==> config.mk <==
export PLATFORM = sky130hd
export DESIGN_NAME = cache_writeback_engine
export DESIGN_NICKNAME = d
export VERILOG_FILES = /design/src/rtl/cache_pkg.sv /design/src/rtl/line_serializer.sv /design/src/rtl/cache_writeback_engine.sv
export SDC_FILE = /design/constraint.sdc
export NUM_CORES = 1
export LEC_CHECK = 0
export CORE_MARGIN = 4
export CORE_UTILIZATION = 41
export CTS_CLUSTER_SIZE = 14
export DETAILED_ROUTE_END_ITERATION = 6
export PLACE_DENSITY = 0.87
export RECOVER_POWER = 50
export SETUP_SLACK_MARGIN = 0.15
export SLEW_MARGIN = 20
export SYNTH_ARGS = -nofsm -noshare
export SYNTH_HDL_FRONTEND = slang
export SYNTH_SLANG_ARGS = --single-unit
==> constraint.sdc <==
create_clock -name clk -period 2.05 [get_ports clk]
set_clock_uncertainty 0.15 [all_clocks]
set_input_delay 0.615 -clock clk [delete_from_list [all_inputs] [get_ports clk]]
set_output_delay 0.615 -clock clk [all_outputs]
set_load 0.1 [all_outputs]
==> src/rtl/cache_pkg.sv <==
// Shared cache types and sizing helpers for the writeback path.
// Optional feature macro used by cache_writeback_engine: WB_PARITY_EN.
package cache_pkg;

  typedef enum logic [1:0] {WB_IDLE, WB_READ, WB_SEND, WB_DONE} wb_state_t;

  // Number of bus beats needed to move one cache line.
  function automatic int calc_beats(input int line_w, input int bus_w);
    return line_w / bus_w;
  endfunction

  // Beat counter width; a single-beat line still needs a 1-bit counter.
  function automatic int calc_cnt_w(input int beats);
    return (beats > 1) ? $clog2(beats) : 1;
  endfunction

  // Memory line address is {tag, index}.
  function automatic int mem_addr_w(input int tag_w, input int idx_w);
    return tag_w + idx_w;
  endfunction

  localparam int BEATS          = calc_beats(64, 16);
  localparam int BEAT_CNT_WIDTH = calc_cnt_w(BEATS);

endpackage

==> src/rtl/line_serializer.sv <==
// Holds one cache line and presents it one bus beat at a time, low beat first.
module line_serializer #(
  parameter int BUS_W  = 16,
  parameter int NBEATS = 4,
  parameter int CNT_W  = 2
) (
  input  logic                    clk,
  input  logic                    not_reset,
  input  logic                    i_load,
  input  logic [NBEATS*BUS_W-1:0] i_line,
  input  logic                    i_advance,
  output logic [BUS_W-1:0]        o_data,
  output logic                    o_last
);

  localparam logic [CNT_W-1:0] LAST_BEAT = CNT_W'(NBEATS - 1);

  logic [NBEATS-1:0][BUS_W-1:0] r_line;
  logic [CNT_W-1:0]             r_beat;

  // Parallel load restarts at beat 0; each accepted beat steps, wrapping after the last.
  always_ff @(posedge clk or negedge not_reset) begin
    if (!not_reset) begin
      r_line <= '0;
      r_beat <= '0;
    end else if (i_load) begin
      r_line <= i_line;
      r_beat <= '0;
    end else if (i_advance) begin
      r_beat <= (r_beat == LAST_BEAT) ? '0 : r_beat + 1'b1;
    end
  end

  assign o_data = r_line[r_beat];
  assign o_last = (r_beat == LAST_BEAT);

endmodule

==> src/rtl/cache_writeback_engine.sv <==
// Writeback engine: reads one victim line from the data memory and bursts it
// to main memory over valid/ready, then pulses done.
// Define WB_PARITY_EN to add the even-parity output o_mem_parity.
module cache_writeback_engine
  import cache_pkg::*;
#(
  parameter int AINDEX_WIDTH   = 8,
  parameter int CH_NUM_WIDTH   = 2,
  parameter int CASH_STR_WIDTH = 64,
  parameter int TAG_WIDTH      = 22,
  parameter int MEM_BUS_WIDTH  = 16
) (
  input  logic                                 clk,
  input  logic                                 not_reset,
  input  logic                                 i_req_valid,
  output logic                                 o_req_ready,
  input  logic [AINDEX_WIDTH-1:0]              i_req_index,
  input  logic [CH_NUM_WIDTH-1:0]              i_req_chan,
  input  logic [TAG_WIDTH-1:0]                 i_req_tag,
  output logic [AINDEX_WIDTH-1:0]              o_dm_index,
  output logic [CH_NUM_WIDTH-1:0]              o_dm_chan,
  input  logic [CASH_STR_WIDTH-1:0]            i_dm_data,
  output logic                                 o_mem_valid,
  input  logic                                 i_mem_ready,
  output logic [TAG_WIDTH+AINDEX_WIDTH-1:0]    o_mem_addr,
  output logic [MEM_BUS_WIDTH-1:0]             o_mem_data,
  output logic                                 o_mem_last,
`ifdef WB_PARITY_EN
  output logic                                 o_mem_parity,
`endif
  output logic                                 o_done
);

  localparam int NBEATS = calc_beats(CASH_STR_WIDTH, MEM_BUS_WIDTH);
  localparam int CNT_W  = calc_cnt_w(NBEATS);
  localparam int MAW    = mem_addr_w(TAG_WIDTH, AINDEX_WIDTH);

  wb_state_t                 r_state;
  logic                      r_req_ready;
  logic                      r_mem_valid;
  logic                      r_done;
  logic [AINDEX_WIDTH-1:0]   r_dm_index;
  logic [CH_NUM_WIDTH-1:0]   r_dm_chan;
  logic [MAW-1:0]            r_mem_addr;

  logic                      w_load;
  logic                      w_accept;
  logic [MEM_BUS_WIDTH-1:0]  w_data;
  logic                      w_last;

  // Line is captured during the single READ cycle, when dm_index/dm_chan are already driven.
  assign w_load   = (r_state == WB_READ);
  assign w_accept = r_mem_valid & i_mem_ready;

  line_serializer #(
    .BUS_W  (MEM_BUS_WIDTH),
    .NBEATS (NBEATS),
    .CNT_W  (CNT_W)
  ) u_ser (
    .clk       (clk),
    .not_reset (not_reset),
    .i_load    (w_load),
    .i_line    (i_dm_data),
    .i_advance (w_accept),
    .o_data    (w_data),
    .o_last    (w_last)
  );

  // Control FSM with registered handshake outputs; request fields latch only in IDLE.
  always_ff @(posedge clk or negedge not_reset) begin
    if (!not_reset) begin
      r_state     <= WB_IDLE;
      r_req_ready <= 1'b1;
      r_mem_valid <= 1'b0;
      r_done      <= 1'b0;
      r_dm_index  <= '0;
      r_dm_chan   <= '0;
      r_mem_addr  <= '0;
    end else begin
      case (r_state)
        WB_IDLE: begin
          if (i_req_valid) begin
            r_dm_index  <= i_req_index;
            r_dm_chan   <= i_req_chan;
            r_mem_addr  <= {i_req_tag, i_req_index};
            r_req_ready <= 1'b0;
            r_state     <= WB_READ;
          end
        end
        WB_READ: begin
          r_mem_valid <= 1'b1;
          r_state     <= WB_SEND;
        end
        WB_SEND: begin
          if (w_accept && w_last) begin
            r_mem_valid <= 1'b0;
            r_done      <= 1'b1;
            r_state     <= WB_DONE;
          end
        end
        WB_DONE: begin
          r_done      <= 1'b0;
          r_req_ready <= 1'b1;
          r_state     <= WB_IDLE;
        end
        default: begin
          r_mem_valid <= 1'b0;
          r_done      <= 1'b0;
          r_req_ready <= 1'b1;
          r_state     <= WB_IDLE;
        end
      endcase
    end
  end

  assign o_req_ready = r_req_ready;
  assign o_mem_valid = r_mem_valid;
  assign o_done      = r_done;
  assign o_dm_index  = r_dm_index;
  assign o_dm_chan   = r_dm_chan;
  assign o_mem_addr  = r_mem_addr;
  // Beat data and last flag are only meaningful with valid; keep them quiet otherwise.
  assign o_mem_data  = r_mem_valid ? w_data : '0;
  assign o_mem_last  = r_mem_valid & w_last;

`ifdef WB_PARITY_EN
  assign o_mem_parity = ^o_mem_data;
`endif

endmodule

==> qor.csv, run 1 <==
metric;value;unit
mostFrequentLayoutCell;clkdlybuf4s50_1;
fin_crit_sh;1.25;
layout_min_cycle_time;2.57;ns
crit_start;u_ser.r_beat[0]$_DFFE_PN0P_;
synthAdderAreaFrac;0.0139;
slew_headroom;0.452;
netlist_instances;286;
synth_cell_types;21;
fin_nets;557;
synthXorXnorAreaFrac;0;
antenna_left;0;
clk_latency;0.36;ns
root_buffer;clkbuf_8;
cts_buffers;9;
wl;11400;µm
cts_tree;built;
placementRows;38;
yosys_warnings;0;
io_pins;160;
violations;setup timing;
cp-end-kind;output pin;
tightest_slew;0.821;ns
worst_ep_required_time;1.28;ns
clk_pin_slew;0.10;ns
wl_per_cell;19.2;µm
rsz0062_at_grt;yes;
drc;0;
viasPerCell;5.06;
htree_levels;3;
hold_buffers;0;
area_growth_syn_to_layout;60.0;%
die_w;113;µm
worstRegToRegCells;4;
synth_compound_area_frac;0.00943;
num_vias;3019;
final_cell_mix;clkdlybuf4s50_1 (98), mux2_2 (96), dfrtp_1 (92), buf_12 (66), and2_4 (17);
fillers;744;
grt_pass1_vias;3542;
layout-drive-gt1-share;0.516;
yosysSeqAreaShare;0.571;
die-area;12700;µm²
drt_iter0_markers;118;
fmax;389;MHz
port-buffer-count;159;
antenna_found_initial;1;
core;10800;µm²
die_y;113;µm
reg2reg_setup_slack;0.15;ns
ys_seq_elements;103;
grt_pass1_wl;18600;µm
setup_viol;17;
synth_top_family_by_area;multiplexers;
cap_violations;0;
drv_slew;0;
seqCellArea;2590;µm²
synth_mux_area_frac;0.333;
crit_end;o_mem_data[4];
grt_max_degree;40;
syn_nets;391;
initial_core_util;0.418;
synth_simple_gate_area_share;0.0338;
synth_area;4510;µm²
startpoint_type;flop;
grt_use_total;0.188;
r2r-end;u_ser.r_line[50]$_DFFE_PN0P_;
dp_hpwl;8600;µm
first_pass_iters;4;
r2r-start;r_state[1]$_DFFE_PN0P_;
worst_slack;-0.521;ns
crit_type;flop to output pin;
multi_input_area;1810;µm²
diodes;0;
grt.overflow.total;0;
crit_arrival;1.81;ns
syn-mean-instance-area;15.8;µm²
clk_path_buf_depth;2;
hold_class;primary input to async pin;
gp_congestion;0.779;
clkSinkCount;103;
hold_viol_final;0;
status;complete, but fails checks;
tns;-8.53;ns
cp_max_fo;5;
==> area by class of cell <==
class | count | area share
sequential | 103 | 0.359
clock buffer | 16 | 0.0250
timing repair buffer | 179 | 0.338
multi-input combinational | 155 | 0.251
tap | 140 | 0.0243
inverter | 4 | 0.00208
==> repair_timing <==
action / CTS / global route
gates resized for setup: 16 / 8
cloned: 0 / 1
pin swaps: 5 / 1
endpoints found under the setup margin: 20 / 20
setup buffers: 3 / 2
==> layer usage <==
| metal | GRT usage | wire [µm] | vias to the layer above |
|---|---|---|---|
| met5 | 0 | 8 | - |
| met4 | 0.0649 | 166 | 2 |
| met3 | 0.0791 | 1320 | 12 |
| met2 | 0.313 | 5590 | 137 |
| met1 | 0.219 | 4360 | 1526 |
| li1 | - | - | 1342 |
==> synthesized netlist by cell type <==
master / n / area, µm²
dfstp_2: 1 / 26.3
dfrtp_1: 102 / 2550
buf_6: 1 / 11.3
buf_2: 12 / 60.1
mux4_1: 8 / 210
a21oi_1: 5 / 25.0
and2_1: 17 / 106
ha_1: 5 / 62.6
mux2_2: 97 / 1090
mux2i_1: 2 / 20.0
nand3_1: 2 / 10.0
mux4_2: 8 / 180
o22a_1: 1 / 8.76
buf_4: 8 / 60.1
nor2b_1: 1 / 6.26
o2bb2ai_1: 1 / 8.76
inv_1: 4 / 15.0
buf_12: 1 / 20.0
nand2_1: 5 / 18.8
clkbuf_1: 2 / 7.51
nor2_1: 3 / 11.3
==> registers in the layout, summed over array words and instances (netlist names) <==
register and cells:
u_ser.r_line 64, o_mem_addr 23, o_dm_index 7, o_dm_chan 2
r_state 2, u_ser.r_beat 2, o_done 1, o_mem_valid 1
o_req_ready 1
==> stage by stage <==
stage	cell area, µm²	utilization	cells	hold slack (ns)	setup slack [ns]
2_1_floorplan	4580	-	286	0.169	-0.0947
3_3_place_gp	6970	0.646	575	0.331	-0.159
3_5_place_dp	6970	0.646	575	0.339	-0.192
4_1_cts	7180	0.665	594	0.0272	-0.546
5_1_grt	7220	0.669	597	0.199	-0.606
6_report	7220	0.669	597	0.154	-0.521
==> cells by family after synthesis <==
family / count (synthesis)
AO/OA/AOI/OAI: 7
buffers and inverters: 28
multiplexers: 115
flip-flops: 103
adder cells (fa/ha/maj): 5
AND/OR/NAND/NOR: 28
==> critical path: stages (launching register included) <==
cell and delay (ns):
dfrtp_2 0.45, clkbuf_16 0.18, mux4_2 0.48, and2_4 0.18, buf_12 0.16
==> how the worst min path moves through the flow <==
stage,end,slack (ns),cells past startpoint
detailed placement,o_req_ready$_DFFE_PN1P_,0.34,2
global route,u_ser.r_beat[1]$_DFFE_PN0P_,0.20,1
floorplan,o_dm_chan[0]$_DFFE_PN0P_,0.17,0
global placement,o_req_ready$_DFFE_PN1P_,0.33,2
finish,u_ser.r_beat[1]$_DFFE_PN0P_,0.15,1
CTS,u_ser.r_beat[1]$_DFFE_PN0P_,0.03,1
Power of run 1 is left out: the tool's default activity adds up to more than one toggle a clock period on the data nets, which glitch-free logic cannot reach.
==> inputs of run 2 (changes only) <==
CORE_ASPECT_RATIO = 2   (was default)
PLACE_DENSITY = 0.86   (was 0.87)
SYNTH_HIERARCHICAL = 1   (was default)
==> qor.csv, run 2 <==
metric;value;unit
synth_simple_gate_area_share;0.0346;
dp.cells;572;
holdWs;0.344;ns
grt_max_degree;68;
netlist_instances;284;
yosys.cell_count.top_type;dfrtp_1;
final_cell_mix;clkdlybuf4s50_1 (98), dfrtp_1 (92), buf_12 (65), mux2_2 (64), mux2_4 (30);
largest_register_ffs;64;
ys.flop_type;dfrtp_1;
drt_iter0_markers;154;
clk_path_buf_depth;2;
clk_latency;0.33;ns
die_w;83.4;µm
multi_input_area;1930;µm²
num_vias;3006;
synth_cell_types;28;
yosys_warnings;6;
layout_min_cycle_time;2.52;ns
hold_viol_final;0;
slowest_delay;0.50;ns
syn_nets;389;
top_register;u_ser/r_line;
tightest_slew;1.51;ns
area_growth_syn_to_layout;60.5;%
synth_mux_area_frac;0.344;
crit_arrival;1.75;ns
placedInstanceArea;7060;µm²
hold_class;flop to flop;
instances_no_fill;597;
antenna_left;0;
wl_per_cell;20.5;µm
port-buffer-count;159;
cp_slowest_cell;mux4_2;
initial_core_util;0.423;
drv_slew;29;
fillers;719;
diodes;0;
root_buffer;clkbuf_16;
antenna_found_initial;0;
path_buf_inv;2;
cp-end-kind;output pin;
synth_area_leaders;dfrtp_1 (55%), mux2_2 (15%), mux2_4 (9.3%);
fin_nets;558;
status;complete, but fails checks;
cp_max_fo;6;
startpoint_type;flop;
hold_buffers;0;
viasPerCell;5.04;
fin_crit_sh;1.23;
dp_hpwl;9090;µm
grt_pass1_wl;18700;µm
cts_buffers;9;
drc;0;
io_pins;160;
wl;12200;µm
cap_violations;1;
synth_largest_area_cell;dfrtp_1;
grt_pass1_vias;3426;
mostFrequentLayoutCell;clkdlybuf4s50_1;
worst_slack;-0.466;ns
cts_tree;built;
postLayoutCoreUtil;0.679;
worstPathCellList;buf_6 -> mux4_2 -> and2_4 -> buf_12;
yosys.area.top_type_share;0.548;
synth_top_family_by_area;multiplexers;
die-area;13200;µm²
syn-mean-instance-area;16.4;µm²
synth_compound_area_frac;0.0113;
crit_type;flop to output pin;
synth_edf_count;0;
worst_ep_required_time;1.28;ns
fmax;398;MHz
rsz0062_at_grt;yes;
clk_pin_slew;0.07;ns
core;11000;µm²
htree_levels;3;
slew_headroom;-0.00558;
postSynth.asyncResetShare;1.00;
synth_area;4660;µm²
clkSinkCount;103;
synth_common_cells;dfrtp_1 (102), mux2_2 (64), mux2_4 (29);
die_y;159;µm
synthXorXnorAreaFrac;0;
setup_viol;19;
gp_congestion;0.736;
grt.overflow.total;0;
yosysSeqAreaShare;0.553;
ys_seq_elements;103;
seqCellArea;2590;µm²
violations;capacitance limit, slew limit, setup timing;
layout-drive-gt1-share;0.530;
final_area;7480;µm²
placementRows;54;
crit_family;multiplexers;
first_pass_iters;5;
grt_use_total;0.184;
synthAdderAreaFrac;0.0134;
==> run 2: changes by cell type after synthesis, sizes merged <==
cell,previous run,this run
buf,22,23
nand2b,0,1
clkbuf,2,1
nor2,3,1
o311ai,0,1
or2b,0,1
and2,17,18
nand2,5,1
or3b,0,1
mux2i,2,1
o2bb2ai,1,0
a31oi,0,1
==> run 2: metrics by stage <==
step,TNS (ns),setup slack (ns)
final,-7.55,-0.466
after global routing,-9.39,-0.529
after CTS,-7.84,-0.525
after detailed placement,-1.91,-0.163
after global placement,-1.76,-0.160
after floorplan,-0.651,-0.0928
==> run 2: final cells by class <==
cell class	instances	area share
well taps	140	0.0234
clock inverters	5	0.00803
multi-input cells	153	0.258
repair buffers	182	0.331
clock buffers	10	0.0306
flip-flops and latches	103	0.347
inverters	4	0.00201
==> run 2: path summary, 6_finish.rpt <==
check	from	end	slack [ns]	cells after the start
min	o_req_ready$_DFFE_PN1P_	o_req_ready$_DFFE_PN1P_	0.34	2
min in group asynchronous	not_reset	o_mem_addr[7]$_DFFE_PN0P_	0.48	1
max reg2reg	u_ser/r_beat[0]$_DFFE_PN0P_	u_ser/r_beat[0]$_DFFE_PN0P_	0	8
max in group asynchronous	not_reset	o_mem_valid$_DFFE_PN0P_	0.19	1
max	u_ser/r_beat[0]$_DFFE_PN0P_	o_mem_data[9]	-0.47	4
min reg2reg	o_req_ready$_DFFE_PN1P_	o_req_ready$_DFFE_PN1P_	0.34	2
==> run 2: kinds of logic (layout without fill, tap and decap cells) <==
kind of cell	after synthesis	after routing
AND/OR/NAND/NOR	26	26
AO/OA/AOI/OAI	8	8
buffers and inverters	28	201
multiplexers	114	114
adder cells (fa/ha/maj)	5	5
flip-flops	103	103
==> run 2: what timing repair did <==
action,in CTS,in global routing
resized for setup,12,12
gates cloned,0,2
pin swaps,5,2
buffers inserted,5,3
endpoints found under the setup margin,18,20
==> run 2: routing by layer <==
metal | vias up | GRT usage | share of wire
met1 | 1546 | 0.192 | 0.34
met5 | - | 0 | 0
met3 | 25 | 0.0405 | 0.041
met4 | 0 | 0.0893 | 0.038
met2 | 93 | 0.341 | 0.58
li1 | 1342 | - | -
==> run 2: worst register-to-register path: stages (launching register included) <==
cell,delay (ns)
dfrtp_2,0.45
buf_6,0.16
buf_4,0.13
buf_6,0.11
ha_4,0.15
buf_4,0.12
buf_4,0.13
or3b_1,0.37
a21oi_2,0.18
Power of run 2 is left out for the same reason.
==> inputs of run 3 (changes only) <==
GPL_ROUTABILITY_DRIVEN = 0   (was default)
==> results of run 3 <==
Final layout, timing and power as in run 2 (identical DEF).
Power of run 3 is left out for the same reason.
